File: src/rtl/fft_out_reorder.sv
// Ping-pong reorder buffer for 16-point FFT results: natural-order words are written
// into one bank while the other bank streams out in bit-reversed address order.
module fft_out_reorder #(
   parameter int DATA_W = 16,
   parameter int N_LOG2 = 4
) (
   input  logic                     clk,
   input  logic                     reset,
   input  logic                     in_push,
   input  logic signed [DATA_W-1:0] in_real,
   input  logic signed [DATA_W-1:0] in_imag,
   output logic                     in_stall,
   output logic                     out_push,
   output logic signed [DATA_W-1:0] out_real,
   output logic signed [DATA_W-1:0] out_imag,
   output logic [N_LOG2-1:0]        out_index,
   output logic                     out_last,
   input  logic                     out_stall,
   output logic                     drop_err
);

   localparam int N = 1 << N_LOG2;

   typedef enum logic {S_IDLE, S_STREAM} state_t;

   state_t                    state_q, state_d;
   logic                      wr_bank_q, wr_bank_d;
   logic                      rd_bank_q, rd_bank_d;
   logic [N_LOG2-1:0]         wr_cnt_q, wr_cnt_d;
   logic [N_LOG2-1:0]         rd_cnt_q, rd_cnt_d;
   logic [1:0]                bank_full_q, bank_full_d;
   logic                      drop_err_q, drop_err_d;
   logic                      out_push_q, out_push_d;
   logic signed [DATA_W-1:0]  out_real_q, out_real_d;
   logic signed [DATA_W-1:0]  out_imag_q, out_imag_d;
   logic [N_LOG2-1:0]         out_index_q, out_index_d;
   logic                      out_last_q, out_last_d;

   logic signed [DATA_W-1:0]  mem_re [2][N];
   logic signed [DATA_W-1:0]  mem_im [2][N];

   logic                      wr_en;
   logic                      loadable;
   logic                      load;
   logic [N_LOG2-1:0]         rd_addr;

   function automatic logic [N_LOG2-1:0] bitrev(input logic [N_LOG2-1:0] a);
      logic [N_LOG2-1:0] r;
      for (int i = 0; i < N_LOG2; i++) begin
         r[i] = a[N_LOG2-1-i];
      end
      return r;
   endfunction

   assign in_stall = bank_full_q[wr_bank_q];
   assign wr_en    = in_push & ~in_stall;
   assign loadable = ~out_push_q | ~out_stall;
   assign rd_addr  = bitrev(rd_cnt_q);

   always_ff @(posedge clk) begin
      if (wr_en) begin
         mem_re[wr_bank_q][wr_cnt_q] <= in_real;
         mem_im[wr_bank_q][wr_cnt_q] <= in_imag;
      end
   end

   always_comb begin
      state_d     = state_q;
      wr_bank_d   = wr_bank_q;
      rd_bank_d   = rd_bank_q;
      wr_cnt_d    = wr_cnt_q;
      rd_cnt_d    = rd_cnt_q;
      bank_full_d = bank_full_q;
      drop_err_d  = drop_err_q;
      out_push_d  = out_push_q;
      out_real_d  = out_real_q;
      out_imag_d  = out_imag_q;
      out_index_d = out_index_q;
      out_last_d  = out_last_q;
      load        = 1'b0;

      if (wr_en) begin
         wr_cnt_d = wr_cnt_q + N_LOG2'(1);
         if (wr_cnt_q == N_LOG2'(N-1)) begin
            bank_full_d[wr_bank_q] = 1'b1;
            wr_bank_d              = ~wr_bank_q;
         end
      end
      if (in_push & in_stall) begin
         drop_err_d = 1'b1;
      end

      // IDLE loads directly so the first word appears one edge after the bank fills
      case (state_q)
         S_IDLE: begin
            if (loadable) begin
               out_push_d = 1'b0;
            end
            if (bank_full_q[rd_bank_q]) begin
               state_d = S_STREAM;
               load    = loadable;
            end
         end
         S_STREAM: begin
            load = loadable;
         end
         default: begin
            state_d = S_IDLE;
         end
      endcase

      if (load) begin
         out_real_d  = mem_re[rd_bank_q][rd_addr];
         out_imag_d  = mem_im[rd_bank_q][rd_addr];
         out_index_d = rd_cnt_q;
         out_last_d  = (rd_cnt_q == N_LOG2'(N-1));
         out_push_d  = 1'b1;
         rd_cnt_d    = rd_cnt_q + N_LOG2'(1);
         if (rd_cnt_q == N_LOG2'(N-1)) begin
            bank_full_d[rd_bank_q] = 1'b0;
            rd_bank_d              = ~rd_bank_q;
            // Uses the post-write full bit so a frame finishing this edge streams gaplessly
            if (!bank_full_d[~rd_bank_q]) begin
               state_d = S_IDLE;
            end
         end
      end
   end

   always_ff @(posedge clk) begin
      if (reset) begin
         state_q     <= S_IDLE;
         wr_bank_q   <= 1'b0;
         rd_bank_q   <= 1'b0;
         wr_cnt_q    <= '0;
         rd_cnt_q    <= '0;
         bank_full_q <= 2'b00;
         drop_err_q  <= 1'b0;
         out_push_q  <= 1'b0;
         out_real_q  <= '0;
         out_imag_q  <= '0;
         out_index_q <= '0;
         out_last_q  <= 1'b0;
      end else begin
         state_q     <= state_d;
         wr_bank_q   <= wr_bank_d;
         rd_bank_q   <= rd_bank_d;
         wr_cnt_q    <= wr_cnt_d;
         rd_cnt_q    <= rd_cnt_d;
         bank_full_q <= bank_full_d;
         drop_err_q  <= drop_err_d;
         out_push_q  <= out_push_d;
         out_real_q  <= out_real_d;
         out_imag_q  <= out_imag_d;
         out_index_q <= out_index_d;
         out_last_q  <= out_last_d;
      end
   end

   assign out_push  = out_push_q;
   assign out_real  = out_real_q;
   assign out_imag  = out_imag_q;
   assign out_index = out_index_q;
   assign out_last  = out_last_q;
   assign drop_err  = drop_err_q;

endmodule

File: config.mk
export PLATFORM = sky130hd
export DESIGN_NAME = fft_out_reorder
export DESIGN_NICKNAME = d
export VERILOG_FILES = /design/src/rtl/fft_out_reorder.sv
export SDC_FILE = /design/constraint.sdc
export NUM_CORES = 1
export LEC_CHECK = 0
export BUFFER_PORTS_ARGS = -buffer_cell sky130_fd_sc_hd__buf_2
export CELL_PAD_IN_SITES_DETAIL_PLACEMENT = 1
export CELL_PAD_IN_SITES_GLOBAL_PLACEMENT = 2
export CORE_ASPECT_RATIO = 2
export CORE_MARGIN = 2
export CORE_UTILIZATION = 37
export DETAILED_ROUTE_END_ITERATION = 6
export GPL_ROUTABILITY_DRIVEN = 1
export PLACE_DENSITY_LB_ADDON = 0.25
export RECOVER_POWER = 25
export SETUP_SLACK_MARGIN = 0.1
export SKIP_LAST_GASP = 1
export SLEW_MARGIN = 5
export SYNTH_ARGS = -nofsm -noshare
export SYNTH_HDL_FRONTEND = slang
export SYNTH_SLANG_ARGS = --single-unit
File: constraint.sdc
create_clock -name clk -period 3.6 [get_ports clk]
set_input_delay 0.18 -clock clk [delete_from_list [all_inputs] [get_ports clk]]
set_output_delay 0.18 -clock clk [all_outputs]
set_load 0.01 [all_outputs]
==> reports/metrics.yaml <==
status: "finished with violations"
violations: "capacitance limit, slew limit"
worstMarginPinSlew_ns: 1.65
grt_max_degree: 65
crit_arrival_ns: 3.63
p_leak_nw: 13.9
skew_ns: 0.0255
cts.sinks: 1077
via_count: 20764
synthTopCellsByArea: "edfxtp_1, mux2i_1, mux4_2"
numPortBuffers: 75
cp-end-kind: "register"
grt_overflow_total: 0
slew_headroom: -0.0971
hpwl_um: 69300
start_util: 0.373
max_freq_mhz: 302
yosys.area.top_type_share: 0.742
maxCapViolCount: 16
cts_buffers: 92
critPathKind: "register to register"
drtPass1Iterations: 6
dieArea_um2: 115000
grt_pass1_vias: 22991
gp_congestion: 0.742
synth_edf_count: 1024
syn_avg_cell_area_um2: 19.5
netlist_instances: 2128
wl_per_cell_um: 30.4
coreArea_um2: 111000
synth_top_area_cell: "edfxtp_1"
vias_per_cell: 5.41
drtIter0Drc: 1566
fin_tns_setup_ns: 0
die_h_um: 477
yosys_warnings: 0
synth_area_um2: 41400
synth_seq_cells: 1077
antenna_found_initial: 6
grt_pass1_wl_um: 167000
rsz0062_at_grt: "no"
finalNonFillerCells: 3838
pre_cts_ws_ns: 0.370
num_rows: 173
synth_cell_types: 40
drtAntennaViolNets: 0
synthArstFlopShare: 0
cts_root_buffer: "clkbuf_16"
synth_top_cells_by_count: "edfxtp_1, mux2i_1, mux4_2, nand2_1, nor2_1"
final_core_util: 0.427
wl_um: 117000
max-vdd-ir-drop_uv: 329
clock_path_buffers: 3
ios: 76
nNetsFinal: 2315
pwr_density_cell_nw_per_um2: 518
n_fill_cell: 10392
setup_viol: 0
place_inst: 3652
crit_fanout: 32
layout_setup_ws_ns: 0.293
final.period_utilization: 0.919
die_w_um: 241
drcViolationCount: 0
critPathLaunchType: "register"
finalHoldViolations: 0
layout-drive-gt1-share: 0.203
clkTransAtPathRegs_ns: 0.06
cts_setup_buffers: 0
cts_tree: "yes"
yosysMostFrequentCell: "edfxtp_1"
hold_class: "primary input to register"
clock_latency_ns: 0.69
period_needed_ns: 3.31
cp.required_ns: 3.92
synth_top_flop_cell: "edfxtp_1"
syn2layout_area_growth_pct: 14.5
grt_util_all_layers: 0.207
ys_seq_area_frac: 0.768
syn_nets: 2169
final_max_slew_viol_count: 427
htreeDepth: 3
metal layers:
metal | wire length (um) | part of all wire | vias to the layer above | global-route usage
met1 | 44400 | 0.38 | 11311 | 0.241
met2 | 64500 | 0.55 | 382 | 0.384
met4 | 3590 | 0.031 | 10 | 0.0691
met5 | 66 | 0.00057 | - | 0
li1 | - | - | 8902 | -
met3 | 3970 | 0.034 | 159 | 0.0288
cells in the final DEF, fill, tap and decap left out, types with 3 or more instances in the layout:
cell type / synthesis / layout
xor2_1: 3 / 3
mux2i_1: 321 / 321
or2_2: 3 / 3
bufinv_16: 0 / 12
clkinv_4: 0 / 3
o22a_1: 32 / 32
nand3_1: 35 / 35
a311oi_1: 20 / 20
nor2_1: 79 / 47
xnor2_1: 4 / 4
clkbuf_1: 51 / 25
and3_1: 3 / 3
dlygate4sd3_1: 0 / 15
buf_4: 26 / 60
clkinv_1: 0 / 18
a311oi_2: 12 / 12
buf_2: 31 / 55
nor2_4: 0 / 32
a21oi_1: 76 / 76
mux4_2: 128 / 128
edfxtp_1: 1024 / 1024
nand2_1: 83 / 82
inv_6: 0 / 6
dfxtp_1: 53 / 50
a22oi_1: 64 / 64
ha_1: 5 / 5
clkinvlp_4: 0 / 10
buf_12: 0 / 27
clkbuf_16: 0 / 94
a31oi_1: 32 / 32
dfxtp_4: 0 / 3
clkinv_2: 0 / 18
inv_1: 5 / 4
per-stage QoR:
step,cell area [um^2],hold WS [ns],total power [mW]
after floorplan,41400,0.279,14.2
after global placement,44200,0.442,14.5
after detailed placement,44200,0.456,14.5
after CTS,47500,0.00137,24.8
after global routing,47500,0.166,25.3
final,47500,0.205,24.6
final cells by class:
cell class                 count  area (um^2)  share of cell area
sequential                  1077        31800               0.671
multi-input combinational    922         9170               0.193
clock buffer                 102         2400              0.0506
tap                         1487         1860              0.0392
timing repair buffer         176         1490              0.0314
clock inverter                68          688              0.0145
inverter                       5         18.8            0.000396
antenna                        1         2.50           0.0000527
repair_timing:
action                    in CTS  in global routing
hold endpoints to repair     212                  0
hold buffers                  15                  0
gates resized for setup        0                  0
registers in the layout, indices dropped and copies added, names as in the netlist, 2 cells and up, named ones only:
name / cells
mem_im: 512
out_imag: 16
bank_full_q: 2
mem_re: 512
out_real: 16
rd_cnt_q: 4
wr_cnt_q: 4
out_index: 4
worst max-delay path, cell delays in order, from the launching register on:
cell	delay [ns]
dfxtp_1	0.52
mux2i_1	0.55
and2_0	0.42
nand2_1	0.57
nor2_4	0.26
buf_4	0.57
report_power, final:
part | switching (mW) | internal, mW
clock | 4.66 | 5.70
sequential | 0.0194 | 13.8
combinational | 0.345 | 0.0759
kinds of logic (layout without fill, tap and decap cells):
logic type / Yosys count / after routing / synth area share
and+or+nand+nor: 216 / 216 / 0.0219
adders and majority gates: 5 / 5 / 0.00151
AOI/OAI and AO/OA: 244 / 244 / 0.0424
other: 0 / 1 / 0
buffers and inverters: 129 / 351 / 0.0175
muxes: 450 / 450 / 0.147
xor gates and xnor gates: 7 / 7 / 0.00148
DFF: 1077 / 1077 / 0.768
worst paths after layout:
check / start / endpoint / slack [ns] / cells past startpoint
hold / removal: reset / rd_bank_q$_SDFFE_PP0P_ / 0.21 / 2
setup / recovery: wr_bank_q$_SDFFE_PP0N_ / mem_re[1][91]$_DFFE_PP_ / 0.29 / 5
hold reg to reg: out_index[3]$_SDFFE_PP0P_ / out_index[3]$_SDFFE_PP0P_ / 0.46 / 2
setup reg to reg: wr_bank_q$_SDFFE_PP0N_ / mem_re[1][91]$_DFFE_PP_ / 0.29 / 5
Note: power is estimated with default switching activity, not from simulation.
